**src/rtl/rom_dump_controller_if.sv**
```systemverilog
// Bundles the chip-socket, board-control and stream signals of the PROM dump controller.
// The master modport is the controller side; slave is the board/host side.
interface rom_dump_controller_if #(
  parameter int CHIP_COUNT       = 2,
  parameter int CHIP_INDEX_WIDTH = 1,
  parameter int ADDRESS_WIDTH    = 9,
  parameter int DATA_WIDTH       = 8
) ();
  logic [CHIP_INDEX_WIDTH-1:0] chip_index;
  logic [ADDRESS_WIDTH-1:0]    last_address;
  logic [DATA_WIDTH-1:0]       data_mask;
  logic                        increment_address;
  logic                        decrement_address;
  logic                        start_dump;
  logic                        abort;
  logic [DATA_WIDTH-1:0]       chip_data_port;
  logic [ADDRESS_WIDTH-1:0]    chip_address_port;
  logic [CHIP_COUNT-1:0]       chip_enable_n;
  logic [DATA_WIDTH-1:0]       held_data;
  logic [DATA_WIDTH-1:0]       stream_data;
  logic [ADDRESS_WIDTH-1:0]    stream_address;
  logic                        stream_valid;
  logic                        stream_ready;
  logic                        stream_last;
  logic                        busy;
  logic                        dump_done;

  modport master (
    input  chip_index, last_address, data_mask, increment_address, decrement_address,
           start_dump, abort, chip_data_port, stream_ready,
    output chip_address_port, chip_enable_n, held_data, stream_data, stream_address,
           stream_valid, stream_last, busy, dump_done
  );

  modport slave (
    output chip_index, last_address, data_mask, increment_address, decrement_address,
           start_dump, abort, chip_data_port, stream_ready,
    input  chip_address_port, chip_enable_n, held_data, stream_data, stream_address,
           stream_valid, stream_last, busy, dump_done
  );
endinterface

```
**src/rtl/rom_dump_controller.sv**
```systemverilog
// Multi-chip bipolar PROM reader: manual address stepping with held data for the LEDs,
// plus an auto-dump that streams every word of the selected chip over valid/ready.
module rom_dump_controller #(
  parameter int CHIP_COUNT       = 2,
  parameter int CHIP_INDEX_WIDTH = 1,
  parameter int ADDRESS_WIDTH    = 9,
  parameter int DATA_WIDTH       = 8,
  parameter int SETTLE_CYCLES    = 4
) (
  input logic                  clk,
  input logic                  reset,
  rom_dump_controller_if.master bus
);

  typedef enum logic [2:0] {IDLE, SETUP, SETTLE, CAPTURE, EMIT, DONE} state_e;

  state_e                      state_q, state_d;
  logic [ADDRESS_WIDTH-1:0]    address_q, address_d;
  logic [ADDRESS_WIDTH-1:0]    lastAddr_q, lastAddr_d;
  logic [ADDRESS_WIDTH-1:0]    portAddr_q, portAddr_d;
  logic [CHIP_INDEX_WIDTH-1:0] chipSel_q, chipSel_d;
  logic [CHIP_COUNT-1:0]       enableN_q, enableN_d;
  logic [7:0]                  settle_q, settle_d;
  logic [DATA_WIDTH-1:0]       held_q, held_d;
  logic [DATA_WIDTH-1:0]       streamData_q, streamData_d;
  logic [ADDRESS_WIDTH-1:0]    streamAddr_q, streamAddr_d;
  logic                        streamLast_q, streamLast_d;
  logic                        dumpMode_q, dumpMode_d;
  logic                        pendingRead_q, pendingRead_d;

  logic stepReq;
  logic chipChange;
  logic dumpAbort;
  logic [DATA_WIDTH-1:0] maskedData;

  assign stepReq    = bus.increment_address ^ bus.decrement_address;
  assign chipChange = (bus.chip_index != chipSel_q);
  assign dumpAbort  = bus.abort && dumpMode_q;
  assign maskedData = bus.chip_data_port & bus.data_mask;

  always_ff @(posedge clk) begin
    if (reset) begin
      state_q       <= IDLE;
      address_q     <= '0;
      lastAddr_q    <= '0;
      portAddr_q    <= '0;
      chipSel_q     <= '0;
      enableN_q     <= '1;
      settle_q      <= '0;
      held_q        <= '0;
      streamData_q  <= '0;
      streamAddr_q  <= '0;
      streamLast_q  <= 1'b0;
      dumpMode_q    <= 1'b0;
      pendingRead_q <= 1'b1;
    end else begin
      state_q       <= state_d;
      address_q     <= address_d;
      lastAddr_q    <= lastAddr_d;
      portAddr_q    <= portAddr_d;
      chipSel_q     <= chipSel_d;
      enableN_q     <= enableN_d;
      settle_q      <= settle_d;
      held_q        <= held_d;
      streamData_q  <= streamData_d;
      streamAddr_q  <= streamAddr_d;
      streamLast_q  <= streamLast_d;
      dumpMode_q    <= dumpMode_d;
      pendingRead_q <= pendingRead_d;
    end
  end

  // Abort only matters while a dump is running; in EMIT dumpMode_q is always set.
  always_comb begin
    state_d = state_q;
    unique case (state_q)
      IDLE:    if (bus.start_dump || chipChange || pendingRead_q || stepReq) state_d = SETUP;
      SETUP:   state_d = dumpAbort ? IDLE : SETTLE;
      SETTLE:  if (dumpAbort) state_d = IDLE;
               else if (settle_q == 8'd0) state_d = CAPTURE;
      CAPTURE: state_d = (dumpMode_q && !dumpAbort) ? EMIT : IDLE;
      EMIT:    if (bus.abort) state_d = IDLE;
               else if (bus.stream_ready) state_d = streamLast_q ? DONE : SETUP;
      DONE:    state_d = IDLE;
      default: state_d = IDLE;
    endcase
  end

  always_comb begin
    address_d     = address_q;
    lastAddr_d    = lastAddr_q;
    portAddr_d    = portAddr_q;
    chipSel_d     = chipSel_q;
    enableN_d     = enableN_q;
    settle_d      = settle_q;
    held_d        = held_q;
    streamData_d  = streamData_q;
    streamAddr_d  = streamAddr_q;
    streamLast_d  = streamLast_q;
    dumpMode_d    = dumpMode_q;
    pendingRead_d = pendingRead_q;
    unique case (state_q)
      IDLE: begin
        lastAddr_d    = bus.last_address;
        chipSel_d     = bus.chip_index;
        pendingRead_d = 1'b0;
        if (bus.start_dump) begin
          address_d  = '0;
          dumpMode_d = 1'b1;
        end else if (chipChange || pendingRead_q) begin
          address_d = '0;
        end else if (stepReq && bus.increment_address) begin
          address_d = (address_q >= bus.last_address) ? '0 : address_q + 1'b1;
        end else if (stepReq) begin
          address_d = (address_q == '0 || address_q > bus.last_address) ?
                      bus.last_address : address_q - 1'b1;
        end
      end
      SETUP: begin
        portAddr_d = address_q;
        for (int i = 0; i < CHIP_COUNT; i++) enableN_d[i] = (chipSel_q != CHIP_INDEX_WIDTH'(i));
        settle_d = 8'(SETTLE_CYCLES - 1);
      end
      SETTLE: if (settle_q != 8'd0) settle_d = settle_q - 8'd1;
      CAPTURE: begin
        held_d = maskedData;
        if (dumpMode_q) begin
          streamData_d = maskedData;
          streamAddr_d = address_q;
          streamLast_d = (address_q == lastAddr_q);
        end
      end
      EMIT: if (bus.stream_ready && !streamLast_q && !bus.abort) address_d = address_q + 1'b1;
      DONE: begin
        dumpMode_d = 1'b0;
        address_d  = lastAddr_q;
      end
      default: ;
    endcase
    if (dumpAbort && state_q != IDLE) dumpMode_d = 1'b0;
  end

  always_comb begin
    bus.busy              = (state_q != IDLE);
    bus.stream_valid      = (state_q == EMIT);
    bus.dump_done         = (state_q == DONE);
    bus.chip_address_port = portAddr_q;
    bus.chip_enable_n     = enableN_q;
    bus.held_data         = held_q;
    bus.stream_data       = streamData_q;
    bus.stream_address    = streamAddr_q;
    bus.stream_last       = streamLast_q;
  end

endmodule

```
**src/flat_wrapper.sv**
```systemverilog
// flat-port wrapper written by rule: the top's interface ports become plain ports
module rom_dump_controller_flat 
#(
  parameter int CHIP_COUNT       = 2,
  parameter int CHIP_INDEX_WIDTH = 1,
  parameter int ADDRESS_WIDTH    = 9,
  parameter int DATA_WIDTH       = 8,
  parameter int SETTLE_CYCLES    = 4
)
  (clk, reset, bus_chip_index, bus_last_address, bus_data_mask, bus_increment_address, bus_decrement_address, bus_start_dump, bus_abort, bus_chip_data_port, bus_stream_ready, bus_chip_address_port, bus_chip_enable_n, bus_held_data, bus_stream_data, bus_stream_address, bus_stream_valid, bus_stream_last, bus_busy, bus_dump_done);
  rom_dump_controller_if #(.CHIP_COUNT(CHIP_COUNT), .CHIP_INDEX_WIDTH(CHIP_INDEX_WIDTH), .ADDRESS_WIDTH(ADDRESS_WIDTH), .DATA_WIDTH(DATA_WIDTH)) bus_i ();
  input logic clk;
  input logic reset;
  input wire logic [$bits(bus_i.chip_index)-1:0] bus_chip_index;
  input wire logic [$bits(bus_i.last_address)-1:0] bus_last_address;
  input wire logic [$bits(bus_i.data_mask)-1:0] bus_data_mask;
  input wire logic [$bits(bus_i.increment_address)-1:0] bus_increment_address;
  input wire logic [$bits(bus_i.decrement_address)-1:0] bus_decrement_address;
  input wire logic [$bits(bus_i.start_dump)-1:0] bus_start_dump;
  input wire logic [$bits(bus_i.abort)-1:0] bus_abort;
  input wire logic [$bits(bus_i.chip_data_port)-1:0] bus_chip_data_port;
  input wire logic [$bits(bus_i.stream_ready)-1:0] bus_stream_ready;
  output wire logic [$bits(bus_i.chip_address_port)-1:0] bus_chip_address_port;
  output wire logic [$bits(bus_i.chip_enable_n)-1:0] bus_chip_enable_n;
  output wire logic [$bits(bus_i.held_data)-1:0] bus_held_data;
  output wire logic [$bits(bus_i.stream_data)-1:0] bus_stream_data;
  output wire logic [$bits(bus_i.stream_address)-1:0] bus_stream_address;
  output wire logic [$bits(bus_i.stream_valid)-1:0] bus_stream_valid;
  output wire logic [$bits(bus_i.stream_last)-1:0] bus_stream_last;
  output wire logic [$bits(bus_i.busy)-1:0] bus_busy;
  output wire logic [$bits(bus_i.dump_done)-1:0] bus_dump_done;
  assign bus_i.chip_index = bus_chip_index;
  assign bus_i.last_address = bus_last_address;
  assign bus_i.data_mask = bus_data_mask;
  assign bus_i.increment_address = bus_increment_address;
  assign bus_i.decrement_address = bus_decrement_address;
  assign bus_i.start_dump = bus_start_dump;
  assign bus_i.abort = bus_abort;
  assign bus_i.chip_data_port = bus_chip_data_port;
  assign bus_i.stream_ready = bus_stream_ready;
  assign bus_chip_address_port = bus_i.chip_address_port;
  assign bus_chip_enable_n = bus_i.chip_enable_n;
  assign bus_held_data = bus_i.held_data;
  assign bus_stream_data = bus_i.stream_data;
  assign bus_stream_address = bus_i.stream_address;
  assign bus_stream_valid = bus_i.stream_valid;
  assign bus_stream_last = bus_i.stream_last;
  assign bus_busy = bus_i.busy;
  assign bus_dump_done = bus_i.dump_done;
  rom_dump_controller #(.CHIP_COUNT(CHIP_COUNT), .CHIP_INDEX_WIDTH(CHIP_INDEX_WIDTH), .ADDRESS_WIDTH(ADDRESS_WIDTH), .DATA_WIDTH(DATA_WIDTH), .SETTLE_CYCLES(SETTLE_CYCLES)) u_core (.clk(clk), .reset(reset), .bus(bus_i));
endmodule
```
**config.mk**
```make
export PLATFORM = sky130hd
export DESIGN_NAME = rom_dump_controller_flat
export DESIGN_NICKNAME = d
export VERILOG_FILES = /design/src/rtl/rom_dump_controller_if.sv /design/src/rtl/rom_dump_controller.sv /design/src/flat_wrapper.sv
export SDC_FILE = /design/constraint.sdc
export NUM_CORES = 1
export LEC_CHECK = 0
export BUFFER_PORTS_ARGS = -buffer_cell sky130_fd_sc_hd__buf_2
export CAP_MARGIN = 20
export CORE_MARGIN = 1
export CORE_UTILIZATION = 25
export CTS_CLUSTER_SIZE = 24
export DETAILED_ROUTE_END_ITERATION = 10
export PLACE_DENSITY_LB_ADDON = 0.12
export SLEW_MARGIN = 20
export SYNTH_ARGS = -nofsm -noshare
export SYNTH_HDL_FRONTEND = slang
export SYNTH_SLANG_ARGS = --single-unit
```
**constraint.sdc**
```tcl
create_clock -name clk -period 2.6 [get_ports clk]
set_input_delay 0.13 -clock clk [delete_from_list [all_inputs] [get_ports clk]]
set_output_delay 0.13 -clock clk [all_outputs]
set_load 0.02 [all_outputs]
```
==> run summary, run 1 <==
FMAX - 412.9 MHz
critical path class - flip-flop to flip-flop
Comb pwr share - 34.7%
initial antenna violation count - 0
Die Width - 128.3 um
crit start category - flip-flop
DRT Pass-1 Iters - 5
WP buf/inv - 1
vias in the first global route - 3827
Final setup viols - 0
Core Region - 15370 um2
clock root cell - clkbuf_16
mapped cell area - 3990 um2
remaining routing DRC violations - 0
clk sinks - 69
RSZ-0062 raised after global routing - false
internal power - 0.002662 W
Max-slew headroom - 50.78%
fin area - 5034 um2
vias per inst - 5.065
sequential area share after synthesis - 34.62%
Clock Path Buffers - 2
GP Congestion - 0.8888
Port Buffer Count - 72
crit-path cells - buf_4, nand3_1, o41ai_1, o41ai_1, a221oi_1, a311oi_1
placed inst area - 4677 um2
Leakage - 2.020 nW
slew at the pin closest to its max-slew limit - 0.7287 ns
worst-path fanout max - 8
clock-pin slew on the worst setup and hold paths - 0.06 ns
ANT cells - 0
Clk pwr share - 34.8%
WL/cell - 17.16 um
Seq pwr share - 30.6%
Post-CTS Setup Inserts - 0
pwr/cell area - 831.6 nW/um2
routed vias - 4077
Starting Density - 25.96%
number of enable flip-flop cells after synthesis - 0
maxcap violations - 0
synth-to-layout area growth - 26.15%
Switching Fraction - 36.41%
post-DP HPWL - 10.37 mm
PostCTS Resize Cnt - 0
total wire length - 13.82 mm
Ports - 73
Switch Pwr - 0.001524 W
largest net degree at the start of global routing - 38
CTS tree - built
Tcrit/Tclk final - 93.14%
slowest stage delay, CP - 0.69 ns
CP endpoint kind - flip-flop
Worst Path Required - 2.80 ns
Crit path top cell by count - o41ai_1
Final #Nets - 636
Hold Slack - 0.03079 ns
Skew-Pair Late Insertion Delay - 0.35 ns
synthesized net count - 557
die height - 128.3 um
cell row count - 45
All-Layer GR Usage - 17.25%
hold crit path type - input pin to flip-flop
FFs w/ async S/R, synth - 0%
hold-fix buffers at CTS - 0
Die Area - 16470 um2
dpl cells - 789
CTS buffer count - 9
flops & latches, synth - 69
initial DRC count - 250
hold violation total from the final report - 0
Worst path slowest cell - o41ai_1
Post-Route Setup TNS - 0 ns
synth warn - 0
Final Max Slew Viols - 0
first-pass GRT wire length - 21.33 mm
status - completed
Remaining Overflow, GRT - 0
Layout Cells excl Fill - 805
top_reg_cell synth - dfxtp_1
worst IR drop on VDD - 336.7 uV
Top delay family on crit path - compound AO/OA/AOI/OAI gates
share of layout cells above drive strength 1 - 23.57%
Post-Syn Instances - 510
post-route ant nets - 0
worst path arrival time - 2.62 ns
post-synth cell types - 65
clk_skew - 0.007065 ns
Final min period - 2.422 ns
Synth Area per Inst - 7.824 um2
# H-tree levels - 3
[placed cells by master (no fill, tap or decap), drive strengths merged, types with 3 or more instances in the layout]
master	instances
bufinv	3
dfxtp	69
nor2b	5
xor2	12
a2111oi	3
or4	4
nand2	93
o211ai	12
nand3	29
a22oi	5
xnor2	13
and3	3
nand2b	3
buf	100
a21oi	61
a211oi	10
o221ai	5
nand4	7
ha	14
nor4b	3
a31oi	6
or3	3
o31ai	3
nor3	13
clkbuf	9
nor2	29
a211o	4
inv	23
o21ai	14
clkinv	4
[power by group through the flow]
stage	clock network [W]	logic, W	registers (W)
3_5_place_dp	0	0.00143	0.00130
4_1_cts	0.00150	0.00145	0.00128
5_1_grt	0.00154	0.00158	0.00129
6_report	0.00145	0.00145	0.00128
3_3_place_gp	0	0.00144	0.00130
2_1_floorplan	0	0.000996	0.00128
[per-stage QoR]
step / total power (W) / util, % / setup WS [ns]
2_1_floorplan: 0.002281 / - / 0.4031
3_3_place_gp: 0.002734 / 30.43 / 0.1908
3_5_place_dp: 0.002735 / 30.43 / 0.1290
4_1_cts: 0.004219 / 32.68 / 0.1018
5_1_grt: 0.004417 / 32.75 / 0.05715
6_report: 0.004186 / 32.75 / 0.1783
[final cells by class]
cell class                      instances  area [um2]
Fill cell                            1660       10340
Multi-Input combinational cell        386        2385
Sequential cell                        69        1381
Timing Repair Buffer                  100       570.5
Tap cell                              211       264.0
Clock buffer                            9       225.2
Clock inverter                          7       121.4
Inverter                               23       86.33
[path summary, 6_finish.rpt]
kind / depth (start not counted) / to / start / slack (ns)
worst max-delay path: 6 / u_core.address_q[7] / u_core.address_q[3] / 0.18
worst min-delay path: 3 / u_core.dumpMode_q / bus_start_dump / 0.03
worst max register to register: 6 / u_core.address_q[7] / u_core.address_q[3] / 0.18
worst min register to register: 2 / u_core.pendingRead_q / u_core.pendingRead_q / 0.45
[per-layer routing]
| layer | vias to the layer above | routed length [um] | global-route usage, % |
|---|---|---|---|
| met1 | 1895 | 6547 | 23.46 |
| met3 | 37 | 852 | 4.574 |
| met4 | 0 | 368 | 6.713 |
| li1 | 1998 | - | - |
| met5 | - | 0 | 0 |
| met2 | 147 | 6048 | 25.88 |
[synthesized netlist by cell type, types with 9 or more instances]
master	n	share of area, %
a21oi_1	61	7.7
buf_2	10	1.3
clkbuf_1	18	1.7
dfxtp_1	69	35
ha_1	14	4.4
inv_1	19	1.8
nand2_1	92	8.7
nand3_1	29	3.6
nor2_1	29	2.7
nor3_1	9	1.1
o21ai_0	11	1.4
xnor2_1	13	2.9
xor2_1	12	2.6
[cell families after synthesis]
logic type,synth area share [%]
AOI/OAI and AO/OA,24.27
xor gates and xnor gates,5.488
adders and majority gates,4.390
buffers and inverters,5.864
DFF,34.62
and+or+nand+nor,25.37
[flip-flops by register name, summed over array words and instances, names as in the netlist, 2 cells and up]
signal	cells
u_core.bus.chip_enable_n	2
u_core.address_q	9
u_core.bus.chip_address_port	9
u_core.bus.stream_data	8
u_core.bus.held_data	8
u_core.bus.stream_address	9
u_core.state_q	3
u_core.lastAddr_q	9
u_core.settle_q	8
[worst register-to-register path, stage by stage, from the launching register on]
cell      delay (ns)
dfxtp_1         0.46
buf_4           0.23
nand3_1         0.12
o41ai_1         0.69
o41ai_1         0.19
a221oi_1        0.43
a311oi_1        0.15
Power figures use the tool's default switching activity.
==> run 2: changes to the inputs <==
- MAX_ROUTING_LAYER: default -> met4
- RECOVER_POWER: default -> 25
==> run summary, run 2 (synthesis gave the netlist of run 1 again) <==
status - completed
crit start category - flip-flop
Starting Density - 25.96%
clock-pin slew on the worst setup and hold paths - 0.06 ns
critical path class - flip-flop to flip-flop
die height - 128.3 um
Register Area - 1381 um2
clock root cell - clkbuf_16
Die Area - 16470 um2
post-DP HPWL - 10.37 mm
clk sinks - 69
DRT Pass-1 Iters - 7
WL/cell - 17.22 um
vias in the first global route - 3830
worst-path fanout max - 9
hold-fix buffers at CTS - 0
Post-Route Setup TNS - 0 ns
Tcrit/Tclk final - 92.11%
total wire length - 13.86 mm
hold violation total from the final report - 0
Switch Pwr - 0.001521 W
CTS buffer count - 9
Leakage - 1.907 nW
fillers - 1670
CTS tree - built
dpl cells - 789
initial DRC count - 355
largest net degree at the start of global routing - 38
Final min period - 2.395 ns
pwr/cell area - 835.7 nW/um2
Remaining Overflow, GRT - 0
Final Max Slew Viols - 0
post-route ant nets - 0
Layout Cells excl Fill - 805
most common cell after layout, fill and taps aside - nand2_1
Post-CTS Setup Inserts - 0
Core Region - 15370 um2
FMAX - 417.6 MHz
Final setup viols - 0
ANT cells - 0
Worst Path Required - 2.82 ns
footprint of the multi-input gates - 2385 um2
GP Congestion - 0.9037
Die Width - 128.3 um
# H-tree levels - 3
Switching Fraction - 36.40%
commonest cells after routing, fill and taps aside - 92 x nand2_1, 69 x dfxtp_1, 61 x a21oi_1, 45 x buf_2
Finished Core Util - 32.53%
worst IR drop on VDD - 336.8 uV
Clk pwr share - 34.8%
Max-slew headroom - 51.26%
Skew-Pair Late Insertion Delay - 0.35 ns
Comb pwr share - 34.6%
internal power - 0.002657 W
cell row count - 45
Final #Nets - 636
Ports - 73
first-pass GRT wire length - 21.32 mm
synth-to-layout area growth - 25.31%
Port Buffer Count - 72
maxcap violations - 0
initial antenna violation count - 0
Hold Slack - 0.03010 ns
CP endpoint kind - flip-flop
share of layout cells above drive strength 1 - 19.02%
All-Layer GR Usage - 17.78%
Clock Path Buffers - 2
routed vias - 4068
slew at the pin closest to its max-slew limit - 0.7312 ns
hold crit path type - input pin to flip-flop
vias per inst - 5.053
clk_skew - 0.006553 ns
worst path arrival time - 2.61 ns
Seq pwr share - 30.6%
RSZ-0062 raised after global routing - false
remaining routing DRC violations - 0
Overall Power - 0.004178 W
==> run 2: cell count changes in the layout (fill, tap and decap cells not counted), sizes merged <==
cell    delta
buf       -27
clkbuf    +27
==> run 2: area by class of cell <==
type                       instances  area share, %
multi-input combinational        386          47.70
tap                              211          5.280
inverter                          23          1.727
clock buffer                       9          4.505
clock inverter                     7          2.427
sequential                        69          27.63
timing repair buffer             100          10.74
==> run 2: final timing paths <==
check / from / to / slack, ns / cells after the start
min: bus_start_dump / u_core.dumpMode_q / 0.03 / 3
max reg2reg: u_core.address_q[8] / u_core.address_q[5] / 0.21 / 7
max: u_core.address_q[8] / u_core.address_q[5] / 0.21 / 7
min reg2reg: u_core.pendingRead_q / u_core.pendingRead_q / 0.45 / 2
==> run 2: power groups by stage <==
stage	Clock (W)	Combinational [W]	Sequential, W
6_report	0.00145	0.00144	0.00128
3_3_place_gp	0	0.00144	0.00130
5_1_grt	0.00154	0.00158	0.00130
2_1_floorplan	0	0.000996	0.00128
4_1_cts	0.00150	0.00145	0.00128
3_5_place_dp	0	0.00143	0.00130
==> run 2: routing by layer <==
layer,up-vias,global-route usage (%),part of all wire (%)
met5,-,-,0
li1,1995,-,-
met2,154,26.14,44
met1,1892,23.26,47
met4,0,6.713,2.3
met3,27,4.574,6.7
==> run 2: repair_timing <==
item | 4_1_cts | 5_1_grt
resized for setup | 0 | 2
endpoints found under the hold margin | 0 | 0
endpoints found under the setup margin | 0 | 7
==> run 2: through the flow <==
stage,setup WS [ns],cell area [um2]
finish,0.2051,5000
global route,0.05715,5000
CTS,0.1018,5024
detailed placement,0.1290,4677
global placement,0.1908,4677
floorplan,0.4031,3990
==> run 2: worst max-delay path, stage by stage, from the launching register on <==
cell	delay, ns
dfxtp_1	0.31
ha_1	0.32
nand4_2	0.26
a211oi_2	0.49
nor3_1	0.11
buf_4	0.17
a2111oi_0	0.44
a31oi_1	0.15
==> run 3: changes to the inputs <==
--- a/config.mk
+++ b/config.mk
@@ -8,3 +8,2 @@
 export BUFFER_PORTS_ARGS = -buffer_cell sky130_fd_sc_hd__buf_2
-export CAP_MARGIN = 20
 export CORE_MARGIN = 1
==> constraint.sdc (replaced) <==
create_clock -name clk -period 2.44 [get_ports clk]
set_input_delay 0.366 -clock clk [delete_from_list [all_inputs] [get_ports clk]]
set_output_delay 0.366 -clock clk [all_outputs]
set_load 0.02 [all_outputs]
==> run summary, run 3 (synthesis gave the netlist of run 1 again) <==
ANT cells - 0
CTS tree - built
GP Congestion - 0.8833
dpl cells - 804
largest net degree at the start of global routing - 54
DRT Pass-1 Iters - 4
worst path arrival time - 2.60 ns
Final Max Slew Viols - 0
RSZ-0062 raised after global routing - false
Clock Path Buffers - 2
post-route ant nets - 0
crit-path cells - ha_1, a21oi_1, o221ai_1, buf_4, nor4b_2, buf_4, o221ai_1, o31ai_1
Worst Path Required - 2.70 ns
CTS buffer count - 9
Top delay family on crit path - compound AO/OA/AOI/OAI gates
r2r endpoint - u_core.address_q[1]
Port Buffer Count - 72
hold path cells - 3
Final #Nets - 651
remaining routing DRC violations - 0
Final min period - 2.337 ns
vias in the first global route - 3895
crit start category - flip-flop
status - completed
Crit Reg-Reg Startpoint - u_core.address_q[4]
maxcap violations - 0
WP buf/inv - 2
# H-tree levels - 3
All-Layer GR Usage - 18.46%
worst IR drop on VDD - 418.1 uV
Layout Cells excl Fill - 819
WL/cell - 17.42 um
most common cell after layout, fill and taps aside - nand2_1
routed vias - 4078
initial DRC count - 289
clk sinks - 69
hold crit path type - input pin to flip-flop
fillers - 1686
Die Area - 16470 um2
Starting Density - 25.96%
Die Width - 128.3 um
commonest cells after routing, fill and taps aside - 92 x nand2_1, 69 x dfxtp_1, 60 x a21oi_1, 45 x buf_2, 42 x buf_4
Max-slew headroom - 54.34%
Core Region - 15370 um2
pwr/cell area - 875.1 nW/um2
slew at the pin closest to its max-slew limit - 0.6832 ns
FMAX - 427.9 MHz
clk_skew - 0.005323 ns
Ports - 73
synth-to-layout area growth - 28.44%
cell row count - 45
Remaining Overflow, GRT - 0
reg2reg setup slack - 0.10 ns
Tcrit/Tclk final - 95.77%
Final setup viols - 0
share of layout cells above drive strength 1 - 21.05%
WHS Endpoint - u_core.lastAddr_q[7]
worst-path fanout max - 6
clock-pin slew on the worst setup and hold paths - 0.06 ns
die height - 128.3 um
total wire length - 14.27 mm
initial antenna violation count - 0
FF-to-FF path depth - 8
CP endpoint kind - flip-flop
Worst path slowest cell - dfxtp_1
first-pass GRT wire length - 22.05 mm
slowest stage delay, CP - 0.52 ns
clock root cell - clkbuf_16
post-DP HPWL - 10.62 mm
hold_sp - bus_last_address[7]
critical path class - flip-flop to flip-flop
vias per inst - 4.979
Skew-Pair Late Insertion Delay - 0.34 ns
Leakage - 1.971 nW
hold violation total from the final report - 0
Finished Core Util - 33.34%
==> run 3: power breakdown <==
| group | internal (W) | switching [W] | leakage, nW | total (W) |
|---|---|---|---|---|
| logic | 0.000668 | 0.000973 | 1.25 | 0.00164 |
| registers | 0.00125 | 0.000126 | 0.562 | 0.00137 |
| clock network | 0.000972 | 0.000498 | 0.161 | 0.00147 |
| total | 0.00289 | 0.00160 | 1.97 | 0.00448 |
==> run 3: how the worst max path moves through the flow <==
stage | from | to | slack, ns | depth (start not counted)
after global routing | u_core.address_q[8] | u_core.address_q[0] | 0.02 | 7
after CTS | u_core.address_q[4] | u_core.address_q[1] | 0.07 | 8
after detailed placement | bus_last_address[8] | u_core.address_q[2] | -0.03 | 8
after floorplan | u_core.address_q[0] | u_core.address_q[5] | 0.24 | 8
final | u_core.address_q[4] | u_core.address_q[1] | 0.10 | 8
after global placement | bus_last_address[8] | u_core.address_q[5] | -0.05 | 8
==> run 3: worst min-delay path: stages <==
cell     delay [ns]
buf_2          0.10
nand2_1        0.05
a21oi_1        0.05
==> run 3: final cells by class <==
| cell class | count | area (um2) | share of cell area, % |
|---|---|---|---|
| repair buffers | 115 | 661.9 | 12.92 |
| clock inverters | 3 | 67.56 | 1.318 |
| flip-flops and latches | 69 | 1381 | 26.95 |
| inverters | 23 | 86.33 | 1.685 |
| multi-input cells | 386 | 2397 | 46.78 |
| well taps | 211 | 264.0 | 5.151 |
| clock buffers | 12 | 266.5 | 5.200 |
==> run 3: per-layer routing <==
layer | wire [um] | vias up | track usage (%)
met1 | 6935 | 1935 | 24.45
li1 | - | 2027 | -
met5 | 0 | - | -
met3 | 658 | 10 | 3.784
met2 | 6516 | 106 | 28.08
met4 | 155 | 0 | 5.675
==> run 3: stage by stage <==
| stage | setup slack, ns | setup TNS [ns] | power (W) | cell area, um2 | hold WS, ns |
|---|---|---|---|---|---|
| global placement | -0.05234 | -0.08483 | 0.003031 | 4802 | 0.4349 |
| CTS | 0.06842 | 0 | 0.004521 | 5136 | 0.2680 |
| detailed placement | -0.03426 | -0.08109 | 0.003020 | 4802 | 0.4342 |
| finish | 0.1032 | 0 | 0.004485 | 5125 | 0.2784 |
| global route | 0.01665 | 0 | 0.004743 | 5125 | 0.2868 |
| floorplan | 0.2431 | 0 | 0.002430 | 3990 | 0.4229 |
==> run 3: timing repair <==
item,CTS,global route
resized for setup,0,5
buffers inserted,0,0
hold buffers,0,0
endpoints found under the setup margin,0,4
